`src/rtl/seq_div.sv`:
```
// Sequential 32-bit signed/unsigned divider: restoring radix-2, one quotient bit per cycle,
// 33-cycle latency from the start edge to valid q/r with a one-cycle ready pulse.
module seq_div (
   input  logic        clk_i,
   input  logic        reset_i,
   input  logic        start_i,
   input  logic        sign_i,
   input  logic [31:0] a_i,
   input  logic [31:0] b_i,
   output logic [31:0] q_o,
   output logic [31:0] r_o,
   output logic        busy_o,
   output logic        ready_o,
   output logic        dz_o
);

   typedef enum logic [1:0] {
      IDLE = 2'd0,
      RUN  = 2'd1,
      FIX  = 2'd2
   } state_t;

   state_t      state_q, state_d;
   logic [4:0]  cnt_q, cnt_d;
   logic [31:0] rem_q, rem_d;
   logic [31:0] dvd_q, dvd_d;
   logic [31:0] dvs_q, dvs_d;
   logic [31:0] araw_q, araw_d;
   logic [31:0] quo_q, quo_d;
   logic [31:0] rmd_q, rmd_d;
   logic        qneg_q, qneg_d;
   logic        rneg_q, rneg_d;
   logic        busy_q, busy_d;
   logic        ready_q, ready_d;
   logic        dz_q, dz_d;
   logic [32:0] shift_s;
   logic [32:0] diff_s;

   function automatic logic [31:0] neg32(input logic [31:0] v);
      return ~v + 32'd1;
   endfunction

   function automatic logic [31:0] mag32(input logic [31:0] v, input logic s);
      return (s && v[31]) ? neg32(v) : v;
   endfunction

   // Next-state and datapath: capture in IDLE, one restoring step per RUN cycle, sign fix in FIX
   always_comb begin
      state_d = state_q;
      cnt_d   = cnt_q;
      rem_d   = rem_q;
      dvd_d   = dvd_q;
      dvs_d   = dvs_q;
      araw_d  = araw_q;
      quo_d   = quo_q;
      rmd_d   = rmd_q;
      qneg_d  = qneg_q;
      rneg_d  = rneg_q;
      busy_d  = busy_q;
      ready_d = 1'b0;
      dz_d    = dz_q;
      shift_s = {rem_q, dvd_q[31]};
      diff_s  = shift_s - {1'b0, dvs_q};

      case (state_q)
         IDLE: begin
            if (start_i) begin
               state_d = RUN;
               cnt_d   = 5'd0;
               busy_d  = 1'b1;
               rem_d   = 32'd0;
               dvd_d   = mag32(a_i, sign_i);
               dvs_d   = mag32(b_i, sign_i);
               araw_d  = a_i;
               qneg_d  = sign_i & (a_i[31] ^ b_i[31]);
               rneg_d  = sign_i & a_i[31];
            end else begin
               state_d = IDLE;
            end
         end
         RUN: begin
            // Non-negative trial difference keeps the subtraction; the remainder stays below |b|
            if (!diff_s[32]) begin
               rem_d = diff_s[31:0];
               dvd_d = {dvd_q[30:0], 1'b1};
            end else begin
               rem_d = shift_s[31:0];
               dvd_d = {dvd_q[30:0], 1'b0};
            end
            if (cnt_q == 5'd31) begin
               state_d = FIX;
            end else begin
               cnt_d = cnt_q + 5'd1;
            end
         end
         FIX: begin
            if (dvs_q == 32'd0) begin
               quo_d = 32'hFFFF_FFFF;
               rmd_d = araw_q;
               dz_d  = 1'b1;
            end else begin
               quo_d = qneg_q ? neg32(dvd_q) : dvd_q;
               rmd_d = rneg_q ? neg32(rem_q) : rem_q;
               dz_d  = 1'b0;
            end
            state_d = IDLE;
            cnt_d   = 5'd0;
            busy_d  = 1'b0;
            ready_d = 1'b1;
         end
         default: begin
            state_d = IDLE;
            cnt_d   = 5'd0;
            busy_d  = 1'b0;
         end
      endcase
   end

   // State and output registers with synchronous reset
   always_ff @(posedge clk_i) begin
      if (reset_i) begin
         state_q <= IDLE;
         cnt_q   <= 5'd0;
         rem_q   <= 32'd0;
         dvd_q   <= 32'd0;
         dvs_q   <= 32'd0;
         araw_q  <= 32'd0;
         quo_q   <= 32'd0;
         rmd_q   <= 32'd0;
         qneg_q  <= 1'b0;
         rneg_q  <= 1'b0;
         busy_q  <= 1'b0;
         ready_q <= 1'b0;
         dz_q    <= 1'b0;
      end else begin
         state_q <= state_d;
         cnt_q   <= cnt_d;
         rem_q   <= rem_d;
         dvd_q   <= dvd_d;
         dvs_q   <= dvs_d;
         araw_q  <= araw_d;
         quo_q   <= quo_d;
         rmd_q   <= rmd_d;
         qneg_q  <= qneg_d;
         rneg_q  <= rneg_d;
         busy_q  <= busy_d;
         ready_q <= ready_d;
         dz_q    <= dz_d;
      end
   end

   assign q_o     = quo_q;
   assign r_o     = rmd_q;
   assign busy_o  = busy_q;
   assign ready_o = ready_q;
   assign dz_o    = dz_q;

endmodule

```
`config.mk`:
```
export PLATFORM = sky130hd
export DESIGN_NAME = seq_div
export DESIGN_NICKNAME = d
export VERILOG_FILES = /design/src/rtl/seq_div.sv
export SDC_FILE = /design/constraint.sdc
export NUM_CORES = 1
export LEC_CHECK = 0
export BUFFER_PORTS_ARGS = -buffer_cell sky130_fd_sc_hd__buf_2
export CORE_ASPECT_RATIO = 1.4
export CORE_UTILIZATION = 30
export CTS_BUF_LIST = sky130_fd_sc_hd__clkbuf_8 sky130_fd_sc_hd__clkbuf_16
export DETAILED_ROUTE_END_ITERATION = 8
export PLACE_DENSITY = 0.56
export SLEW_MARGIN = 0
export SYNTH_ARGS = -nofsm -noshare
export SYNTH_HDL_FRONTEND = slang
export SYNTH_SLANG_ARGS = --single-unit
```
`constraint.sdc`:
```
create_clock -name clk_i -period 8.6 [get_ports clk_i]
set_clock_uncertainty 0.05 [all_clocks]
set_input_delay 0.43 -clock clk_i [delete_from_list [all_inputs] [get_ports clk_i]]
set_output_delay 0.43 -clock clk_i [all_outputs]
set_load 0.005 [all_outputs]
```
After elaboration in Yosys (flattened, before gate mapping)
Cells that the tools add are included.
{"block": "totals", "elab_cells": 64, "ff_bits": 204, "out_inout_bits": 67, "input_bits": 68}
{"block": "classes", "n_eq_ne": 6, "add_sub_neg": 6, "muxes": 22, "reduce_logical": 9, "bitwise_logic": 8}
{"op": "2-to-1 mux 32 bit", "n": 9}
{"op": "adder 32 x 1 -> 32 bit (second input constant)", "n": 4}
{"op": "NOT 32 bit", "n": 4}
{"op": "one-hot mux 32 bit (2 select lines)", "n": 2}
{"op": "subtractor 33 x 32 -> 33 bit", "n": 1}
{"op": "logical NOT 32 bit", "n": 1}
{"op": "2-to-1 mux 5 bit", "n": 2}
{"op": "one-hot mux 5 bit (2 select lines)", "n": 1}
{"op": "AND reduction 2 bit", "n": 4}
{"op": "!= test 2 bit (second input constant)", "n": 3}
{"op": "adder 5 x 1 -> 5 bit (second input constant)", "n": 1}
{"op": "== test 5 bit (second input constant)", "n": 1}
{"op": "2-to-1 mux 1 bit", "n": 5}
{"op": "one-hot mux 2 bit (2 select lines)", "n": 1}
{"op": "AND 1 bit", "n": 2}
{"op": "== test 2 x 1 -> 1 bit (second input constant)", "n": 1}
{"op": "== test 2 bit (second input constant)", "n": 1}
{"op": "logical AND 1 bit", "n": 2}
{"op": "logical NOT 2 bit", "n": 1}
{"op": "2-to-1 mux 2 bit", "n": 1}
{"op": "one-hot mux 1 bit (2 select lines)", "n": 1}
{"op": "nonzero test 2 bit", "n": 1}
{"op": "NOT 1 bit", "n": 1}
{"op": "XOR 1 bit", "n": 1}

Longest topological paths before layout
Gate-level depths: netlist of run 1.
{"block": "logic_depth", "ltp_word": 5, "ltp_mapped": 13, "ltp_nobuf": 12}

Worst setup path after synthesis of run 1
No wires, ideal clock.
{"block": "synth_path", "path_type": "register -> register", "start": "reg dvd_q[31]", "end": "reg rem_q[25]", "path_buffers": 1, "path_slack_ns": 5.431, "stages_incl_launch_ff": 14, "arrival_time_ns": 2.991, "required_ns": 8.422, "setup_ns": 0.128, "path_cell_list": "dfxtp_1 > inv_1 > ha_1 > fa_1 > nor2b_1 > o2111ai_1 > a211oi_1 > o211ai_1 > a21boi_0 > a21oi_1 > o211ai_2 > buf_2 > mux2i_1 > o21ai_0"}
{"block": "synth_between", "elab_chain_cells": 3}
{"item": "from (decl)", "line_no": "26", "text": "logic [31:0] dvd_q, dvd_d;"}
{"item": "from (signal assigned)", "line_no": "139", "text": "dvd_q <= dvd_d;"}
{"item": "subtractor 33 x 32 -> 33 bit", "line_no": "63", "text": "diff_s = shift_s - {1'b0, dvs_q};"}
{"item": "2-to-1 mux 32 bit", "line_no": "83", "text": "if (!diff_s[32]) begin"}
{"item": "one-hot mux 32 bit (2 select lines)", "line_no": "65", "text": "case (state_q)"}
{"item": "to (signal assigned)", "line_no": "138", "text": "rem_q <= rem_d;"}
{"item": "to (decl)", "line_no": "25", "text": "logic [31:0] rem_q, rem_d;"}
No other way between the ends.
A chain may end at the register's enable or synchronous reset.

Worst setup path after layout of run 1
{"block": "layout_path", "start": "reg dvd_q[31]", "end": "reg rem_q[29]"}
The elaborated chain is that of the path after synthesis.

==> results.tsv, run 1 <==
metric	value	unit
initial antenna violation count	0	
CTS root buffer	clkbuf_16	
hold_buf cts	0	
slowest cell delay on critical path	0.47	ns
clock latency on the worst-skew pair	0.54	ns
cells after synthesis	1557	
postcts setup bufs	0	
Hold WC Path Type	in2reg	
Worst slew margin	19.11	%
Hold Path Origin	a_i[17]	
antenna viol nets, final	0	
Finished Core Util	35.59	%
register share of total power	37.6	%
fraction of registers with async set/reset	0	%
final worst setup slack	4.679	ns
worst hold stages	3	
I/O pin count	135	
H-tree Lvls	1	
Psw	0.8385	mW
status	completed	
Final Slew Violations	0	
Slew @ Worst Pin	1.212	ns
critical path class	reg2reg	
I/O Buffers	134	
DIE HEIGHT	239.8	um
Synth Warn #	0	
CTS tree	built	
R2R cell count	13	
Final Hold Viols	0	
final setup TNS	0	ns
RR Startpoint	dvd_q[31]	
critical-path cell list	inv_1 > ha_1 > fa_1 > nor2b_1 > o2111ai_1 > a211oi_1 > o211ai_1 > a21boi_0 > a21oi_1 > o211ai_4 > buf_4 > nand2_1 > o21ai_0	
routability congestion estimate	0.8702	
TritonCTS Buffers	24	
clock power share	41.3	%
DRT Wirelength	37220	um
largest net degree at the start of global routing	82	
Synth Area in Compound Gates	25.79	%
register area share after synthesis	33.72	%
Pleak	5.500	nW
Hold Crit Endpoint	araw_q[17]	
top_reg_cell synth	dfxtp_1	
crit path launch type	flop	
first-pass GRT wire length	58310	um
Initial Util	30.59	%
Worst setup EP type	flop	
Area Overhead vs Synth	16.34	%
Crit path required time	9.02	ns
period utilisation layout	45.59	%
CTS clk-pin slew, worst paths	0.06	ns
Max Cap Viol	0	
combinational power share	21.0	%
DP HPWL	27820	um
Max Buffers Root-to-Sink	3	
DIE WIDTH	171.8	um
CP max-delay cell	buf_4	
flop2flop setup slack	4.68	ns
Int Pwr	1.940	mW
GRT Residual Overflow	0	
DRC viols	0	
setup slack at placement	4.682	ns
simple-gate portion of the synthesized area	19.26	%
vias in the first global route	10890	
# setup viols final	0	
post-synth cell types	66	
full die area	41200	um2
# resized after CTS	0	
Mapped Area	12110	um2
final worst path period need	3.921	ns
final hold slack	0.1113	ns
RSZ-0062 raised after global routing	no	
arrival time worst endpoint	4.34	ns
fin area	14090	um2
core area	39600	um2
standard-cell rows	86	
max frequency	255.0	MHz
mux cell area share after synthesis	2.334	%
syn nets	1664	
crit-path max FO	36	
post-synthesis xor/xnor area fraction	10.05	%
Synth Area in Adders	4.090	%
clock sink count	204	
Placement Cell Area	13200	um2
most frequent cells in the layout	204 x nand2_1, 204 x dfxtp_1, 169 x nor2_1, 148 x a21oi_1, 133 x buf_2	
capture point of the worst reg-to-reg path	rem_q[29]	
Initial DRT Pass Iterations	5	
main combinational cell family by area after synthesis	compound AO/OA/AOI/OAI gates	
Inserted Diodes	0	
wire per inst	17.11	um
sw frac	30.18	%
VDD IR max	0.1226	mV
GRT Util Overall	17.90	%
1st-iter DRT viols	702	
ratio of cells with drive above 1 in the final layout	13.29	%
number of flops mapped to enable cells by yosys	0	
Vias/cell	5.185	
Vias	11280	
Seq cells post-synth	204	
syn avg cell area	7.780	um2
# nets final	1737	
PwrDens	197.2	nW/um2
[kinds of logic (layout without fill, tap and decap cells)]
kind of cell / count (synthesis) / in the layout
simple gates: 517 / 517
compound gates: 479 / 479
flops: 204 / 204
buf+inv: 151 / 242
xor+xnor: 139 / 139
fa+ha+maj: 39 / 39
mux: 28 / 28
[power groups by stage]
stage                     combinational (mW)  sequential [mW]  clock [mW]
after floorplan                        0.442             1.04           0
after global placement                 0.577             1.06           0
after detailed placement               0.585             1.07           0
after CTS                              0.587             1.04        1.17
after global routing                   0.645             1.05        1.22
final                                  0.584             1.05        1.15
[worst max-delay path, delay by kind of cell (launching register included)]
family / cells / cell delay (ns)
AND/OR/NAND/NOR: 2 / 0.41
buffers and inverters: 2 / 0.56
flip-flops: 1 / 0.36
AO/OA/AOI/OAI: 7 / 1.80
adder cells (fa/ha/maj): 2 / 0.65
[cell type report]
class / count / area, um2
Sequential cell: 204 / 4084
Tap cell: 528 / 660.6
Fill cell: 4277 / 25510
Inverter: 49 / 183.9
Timing Repair Buffer: 149 / 785.8
Clock buffer: 26 / 639.4
Multi-Input combinational cell: 1202 / 7490
Clock inverter: 18 / 249.0
[worst max-delay path by stage]
stage / start / end / slack [ns] / depth (start not counted)
after floorplan: dvd_q[31] / rem_q[25] / 5.43 / 13
after global routing: dvd_q[31] / rem_q[16] / 4.26 / 13
after CTS: dvd_q[31] / rem_q[29] / 4.64 / 13
after detailed placement: dvd_q[31] / rem_q[29] / 4.68 / 13
final: dvd_q[31] / rem_q[29] / 4.68 / 13
after global placement: dvd_q[31] / rem_q[16] / 4.83 / 13
[metal layers]
layer,up-vias,global-route usage (%),routed length (um)
met2,226,34.41,19840
met1,5273,19.54,14790
met3,72,2.396,1419
li1,5712,-,-
met4,0,6.543,1177
met5,-,0,0
[flip-flops by register name (all words and copies together) (netlist names), 2 cells and up]
name / flops
rem_q: 32
state_q: 2
dvs_q: 32
r_o: 32
dvd_q: 32
araw_q: 32
q_o: 32
cnt_q: 5
[Yosys cell counts (14+ instances only)]
cell      number  area (um2)
nand2_1      204       765.7
ha_1          38       475.5
or3_1         14       87.58
dfxtp_1      204        4084
a21oi_1      148       740.7
o41ai_1       16       140.1
nor4_1        19       118.9
xnor2_1       48       420.4
o21ai_0       85       425.4
clkbuf_1      91       341.6
a211oi_1      67       503.0
a311oi_1      27       236.5
o31ai_1       25       187.7
nor2_1       170       638.1
a21o_1        19       142.6
xor2_1        91       797.0
inv_1         49       183.9
nand3_1       15       75.07
mux2i_1       26       260.3
a22oi_1       31       232.7
[per-stage QoR]
stage | total power, mW | cells
CTS | 2.803 | 2176
global route | 2.915 | 2176
global placement | 1.642 | 2132
detailed placement | 1.651 | 2132
floorplan | 1.486 | 1557
finish | 2.779 | 2176
(Power assumes the default switching activity.)
==> run 2, diff against run 1 <==
==> constraint.sdc (replaced) <==
create_clock -name clk_i -period 4 [get_ports clk_i]
set_clock_uncertainty 0.05 [all_clocks]
set_input_delay 0.2 -clock clk_i [delete_from_list [all_inputs] [get_ports clk_i]]
set_output_delay 0.2 -clock clk_i [all_outputs]
set_load 0.005 [all_outputs]
==> run 2 against run 1 <==
Flip-flop and latch count unchanged; via count up 2.1%; hold slack worse by 0.092 ns; sequential share of layout area down 1.1 points; critical path type unchanged; critical endpoint is now rem_q[28]; largest cell class unchanged; highest routed layer unchanged.
==> results.tsv, run 2 (synthesis results as in run 1) <==
metric	value	unit
Worst setup EP type	flop	
DRC viols	0	
Max Buffers Root-to-Sink	3	
Initial DRT Pass Iterations	5	
initial antenna violation count	0	
VDD IR max	0.2996	mV
setup slack at placement	0.5380	ns
PwrDens	400.1	nW/um2
max frequency	284.4	MHz
standard-cell rows	86	
clock sink count	204	
# resized after CTS	0	
CTS tree	built	
GRT Residual Overflow	0	
critical-path cell list	inv_1 > ha_1 > fa_1 > nor2b_1 > o2111ai_1 > a211oi_1 > o211ai_1 > a21boi_0 > buf_4 > a21oi_1 > o211ai_4 > buf_4 > nand2_1 > o21ai_0	
critical path class	reg2reg	
CTS root buffer	clkbuf_16	
routability congestion estimate	0.8620	
first-pass GRT wire length	59550	um
arrival time worst endpoint	3.93	ns
1st-iter DRT viols	695	
DRT Wirelength	38070	um
period utilisation layout	87.90	%
Psw	1.835	mW
DIE HEIGHT	239.8	um
Crit path required time	4.42	ns
Vias	11520	
Worst slew margin	19.20	%
Hold Path Origin	b_i[17]	
flop2flop setup slack	0.48	ns
worst hold stages	3	
Area Overhead vs Synth	21.09	%
register share of total power	38.3	%
full die area	41200	um2
I/O pin count	135	
R2R cell count	14	
status	completed	
Hold Crit Endpoint	dvs_q[17]	
# nets final	1803	
clock latency on the worst-skew pair	0.54	ns
capture point of the worst reg-to-reg path	rem_q[28]	
I/O Buffers	134	
cell mode on critical path	buf_4	
Initial Util	30.59	%
Final Slew Violations	0	
Final Hold Viols	0	
CP max-delay cell	fa_1	
combinational power share	22.6	%
ratio of cells with drive above 1 in the final layout	13.19	%
CTS clk-pin slew, worst paths	0.06	ns
Slew @ Worst Pin	1.211	ns
Vias/cell	5.138	
crit path launch type	flop	
final worst path period need	3.516	ns
Int Pwr	4.034	mW
antenna viol nets, final	0	
WP depth	14	
vias in the first global route	11010	
Hold WC Path Type	in2reg	
sw frac	31.27	%
largest net degree at the start of global routing	77	
final worst setup slack	0.4842	ns
clock power share	39.1	%
Pleak	5.742	nW
wire per inst	16.99	um
slowest cell delay on critical path	0.43	ns
most frequent cells in the layout	204 x nand2_1, 204 x dfxtp_1, 169 x nor2_1, 148 x a21oi_1, 133 x buf_2	
RR Startpoint	dvd_q[31]	
RSZ-0062 raised after global routing	no	
final setup TNS	0	ns
crit-path max FO	20	
DP HPWL	28600	um
CP bufs+invs	3	
core area	39600	um2
Max Cap Viol	0	
Top delay family on crit path	compound AO/OA/AOI/OAI gates	
DIE WIDTH	171.8	um
Inserted Diodes	0	
TritonCTS Buffers	23	
H-tree Lvls	1	
# setup viols final	0	
GRT Util Overall	18.27	%
[run 2: worst register-to-register path, cell delays in order (launching register included)]
cell and delay [ns]:
dfxtp_1 0.35, inv_1 0.09, ha_1 0.25, fa_1 0.43, nor2b_1 0.19, o2111ai_1 0.18, a211oi_1 0.40, o211ai_1 0.16
a21boi_0 0.19, buf_4 0.15, a21oi_1 0.09, o211ai_4 0.19, buf_4 0.30, nand2_1 0.19, o21ai_0 0.24
[run 2: through the flow]
| stage | cells | power, mW | utilization (%) | cell area [um2] | hold WS (ns) |
|---|---|---|---|---|---|
| global placement | 2142 | 3.549 | 33.57 | 13290 | 0.3935 |
| floorplan | 1557 | 3.196 | - | 12110 | 0.2860 |
| global route | 2241 | 6.158 | 37.04 | 14670 | 0.02027 |
| detailed placement | 2142 | 3.566 | 33.57 | 13290 | 0.3979 |
| CTS | 2241 | 5.917 | 37.04 | 14670 | 0.005115 |
| finish | 2241 | 5.869 | 37.04 | 14670 | 0.01888 |
[run 2: worst max path at each step]
stage | startpoint | endpoint | slack, ns
2_1_floorplan | dvd_q[31] | rem_q[25] | 0.83
6_report | dvd_q[31] | rem_q[28] | 0.48
3_3_place_gp | dvd_q[31] | rem_q[28] | 0.62
3_5_place_dp | dvd_q[31] | rem_q[16] | 0.54
5_1_grt | dvd_q[31] | rem_q[1] | 0.12
4_1_cts | dvd_q[31] | rem_q[28] | 0.49
[run 2: final cells by class]
class                   count  area [um2]
multi-input cells        1202        7490
flip-flops and latches    204        4084
inverters                  49       183.9
fillers                  4266       24930
clock buffers              25       603.1
well taps                 528       660.6
repair buffers            216        1444
clock inverters            17       202.7
[run 2: power groups by stage]
stage | clock network, mW | registers, mW | logic (mW)
finish | 2.30 | 2.25 | 1.33
global route | 2.43 | 2.26 | 1.47
CTS | 2.35 | 2.25 | 1.33
detailed placement | 0 | 2.29 | 1.28
global placement | 0 | 2.29 | 1.26
floorplan | 0 | 2.24 | 0.951
[run 2: layer usage]
layer / wire, um / vias up / global-route usage, %
li1: - / 5850 / -
met1: 15290 / 5400 / 20.34
met2: 20220 / 202 / 34.99
met3: 1442 / 63 / 2.132
met4: 1115 / 0 / 6.409
met5: 0 / - / 0
[run 2: repair_timing]
item,CTS,global route
setup buffers,0,0
hold buffers,57,0
hold endpoints to repair,76,0
==> run 3, diff against run 2 <==
--- a/config.mk
+++ b/config.mk
@@ -6,11 +6,12 @@
 export NUM_CORES = 1
 export LEC_CHECK = 0
 export BUFFER_PORTS_ARGS = -buffer_cell sky130_fd_sc_hd__buf_2
-export CORE_ASPECT_RATIO = 1.4
+export CELL_PAD_IN_SITES_DETAIL_PLACEMENT = 0
+export CELL_PAD_IN_SITES_GLOBAL_PLACEMENT = 1
 export CORE_UTILIZATION = 30
 export CTS_BUF_LIST = sky130_fd_sc_hd__clkbuf_8 sky130_fd_sc_hd__clkbuf_16
 export DETAILED_ROUTE_END_ITERATION = 8
-export PLACE_DENSITY = 0.56
+export PLACE_DENSITY = 0.69
 export SLEW_MARGIN = 0
 export SYNTH_ARGS = -nofsm -noshare
 export SYNTH_HDL_FRONTEND = slang
==> run 3 against run 2 <==
Global-route usage grew 0.56 points; core utilization shrank 0.38 points; hold slack gained 0.025 ns; sequential share of layout area grew 0.13 points; combinational power is essentially flat; via count grew 1.8%; count of clock-buffer cells in the layout grew 4; wire length grew 4.3%; setup slack lost 0.033 ns; largest power group unchanged; power shrank 0.46%; maximum frequency shrank 0.93%.
==> results.tsv, run 3 (synthesis results as in run 1) <==
metric	value	unit
I/O Buffers	134	
Placement Cell Area	13280	um2
capture point of the worst reg-to-reg path	rem_q[29]	
GRT Util Overall	18.83	%
max frequency	281.8	MHz
R2R cell count	13	
Int Pwr	3.978	mW
H-tree Lvls	1	
antenna viol nets, final	0	
register share of total power	38.4	%
Worst setup EP type	flop	
critical-path cell list	inv_1 > ha_1 > fa_1 > nor2b_1 > o2111ai_1 > a211oi_2 > o211ai_1 > a21boi_0 > a21oi_1 > o211ai_4 > buf_4 > nand2_1 > o21ai_0	
TritonCTS Buffers	26	
core area	39820	um2
crit path launch type	flop	
# setup viols final	0	
PwrDens	400.1	nW/um2
routability congestion estimate	0.8418	
largest net degree at the start of global routing	95	
Crit path required time	4.40	ns
vias in the first global route	10970	
combinational power share	22.9	%
worst setup path start	dvd_q[31]	
Psw	1.864	mW
CP endpoint	rem_q[29]	
CTS tree	built	
Filler Cell Count	4244	
Final Slew Violations	0	
fin area	14600	um2
standard-cell rows	73	
RR Startpoint	dvd_q[31]	
Area Overhead vs Synth	20.55	%
Pleak	5.732	nW
ratio of cells with drive above 1 in the final layout	13.17	%
first-pass GRT wire length	61670	um
most frequent cells in the layout	204 x nand2_1, 204 x dfxtp_1, 169 x nor2_1, 148 x a21oi_1, 133 x buf_2	
wire per inst	17.77	um
CTS root buffer	clkbuf_16	
Vias	11730	
Worst slew margin	24.29	%
DRC viols	0	
I/O pin count	135	
crit-path max FO	22	
sw frac	31.91	%
CP bufs+invs	2	
final setup TNS	0	ns
Final Hold Viols	0	
final worst path period need	3.549	ns
CTS clk-pin slew, worst paths	0.06	ns
DIE HEIGHT	202.9	um
DRT Wirelength	39690	um
DIE WIDTH	202.9	um
WP depth	13	
clock latency on the worst-skew pair	0.55	ns
period utilisation layout	88.72	%
GRT Residual Overflow	0	
Vias/cell	5.250	
status	completed	
Inserted Diodes	0	
clock power share	38.7	%
CP max-delay cell	fa_1	
1st-iter DRT viols	626	
full die area	41180	um2
# nets final	1797	
arrival time worst endpoint	3.95	ns
Initial DRT Pass Iterations	5	
final worst setup slack	0.4510	ns
setup slack at placement	0.4157	ns
Max Buffers Root-to-Sink	3	
Slew @ Worst Pin	1.134	ns
initial antenna violation count	1	
critical path class	reg2reg	
VDD IR max	0.2853	mV
DP HPWL	29540	um
clock sink count	204	
Initial Util	30.42	%
flop2flop setup slack	0.45	ns
worst hold stages	3	
Max Cap Viol	0	
RSZ-0062 raised after global routing	no	
slowest cell delay on critical path	0.41	ns
Top delay family on crit path	compound AO/OA/AOI/OAI gates	
Hold WC Path Type	in2reg	
-- run 3: cell count changes in the layout (fill, tap and decap cells not counted), moves of 3 or more --
cell,change
inv_1,+5
bufinv_16,-3
clkbuf_16,+3
dlygate4sd3_1,-7
buf_4,-3
-- run 3: metal layers --
layer  vias up  track usage (%)  wire [um]
met4         0            4.135        802
li1       5839                -          -
met5         -                0          0
met2       255            31.97      18830
met1      5587            25.51      18310
met3        47            2.055       1745
-- run 3: what timing repair did --
| item | 4_1_cts | 5_1_grt |
|---|---|---|
| buffers inserted | 0 | 0 |
| endpoints found under the hold margin | 66 | 0 |
| hold buffers | 50 | 0 |
| resized for setup | 0 | 1 |
| setup endpoints to repair | 0 | 1 |
-- run 3: power groups by stage --
stage	combinational [mW]	sequential (mW)	clock, mW
final	1.34	2.24	2.26
after global routing	1.48	2.26	2.41
after CTS	1.34	2.24	2.32
after detailed placement	1.29	2.29	0
after global placement	1.29	2.28	0
after floorplan	0.951	2.24	0
-- run 3: worst min-delay path by stage --
stage	from	end	slack [ns]
4_1_cts	b_i[18]	dvs_q[18]	0.02
3_3_place_gp	r_o[2]	r_o[2]	0.39
6_report	b_i[18]	dvs_q[18]	0.04
3_5_place_dp	r_o[1]	r_o[1]	0.40
5_1_grt	b_i[18]	dvs_q[18]	0.03
2_1_floorplan	a_i[10]	araw_q[10]	0.29
-- run 3: worst register-to-register path, cell delays in order, from the launching register on --
cell and delay (ns):
dfxtp_1 0.35, inv_1 0.07, ha_1 0.23, fa_1 0.41, nor2b_1 0.19, o2111ai_1 0.20
a211oi_2 0.33, o211ai_1 0.13, a21boi_0 0.37, a21oi_1 0.18, o211ai_4 0.21, buf_4 0.32
nand2_1 0.21, o21ai_0 0.23
-- run 3: per-stage QoR --
step	instances	total power [mW]	utilization, %	hold slack, ns
after floorplan	1557	3.196	-	0.2860
after global placement	2137	3.570	33.34	0.3922
after detailed placement	2137	3.580	33.34	0.3958
after CTS	2234	5.897	36.65	0.01957
after global routing	2234	6.144	36.67	0.02753
final	2234	5.842	36.67	0.04351
-- run 3: area by class of cell --
class	instances	area (um2)	share of cell area, %
clock inverters	18	127.6	0.8740
inverters	49	183.9	1.260
multi-input cells	1202	7495	51.33
clock buffers	29	691.9	4.739
repair buffers	207	1363	9.332
flip-flops and latches	204	4084	27.97
well taps	525	656.9	4.499
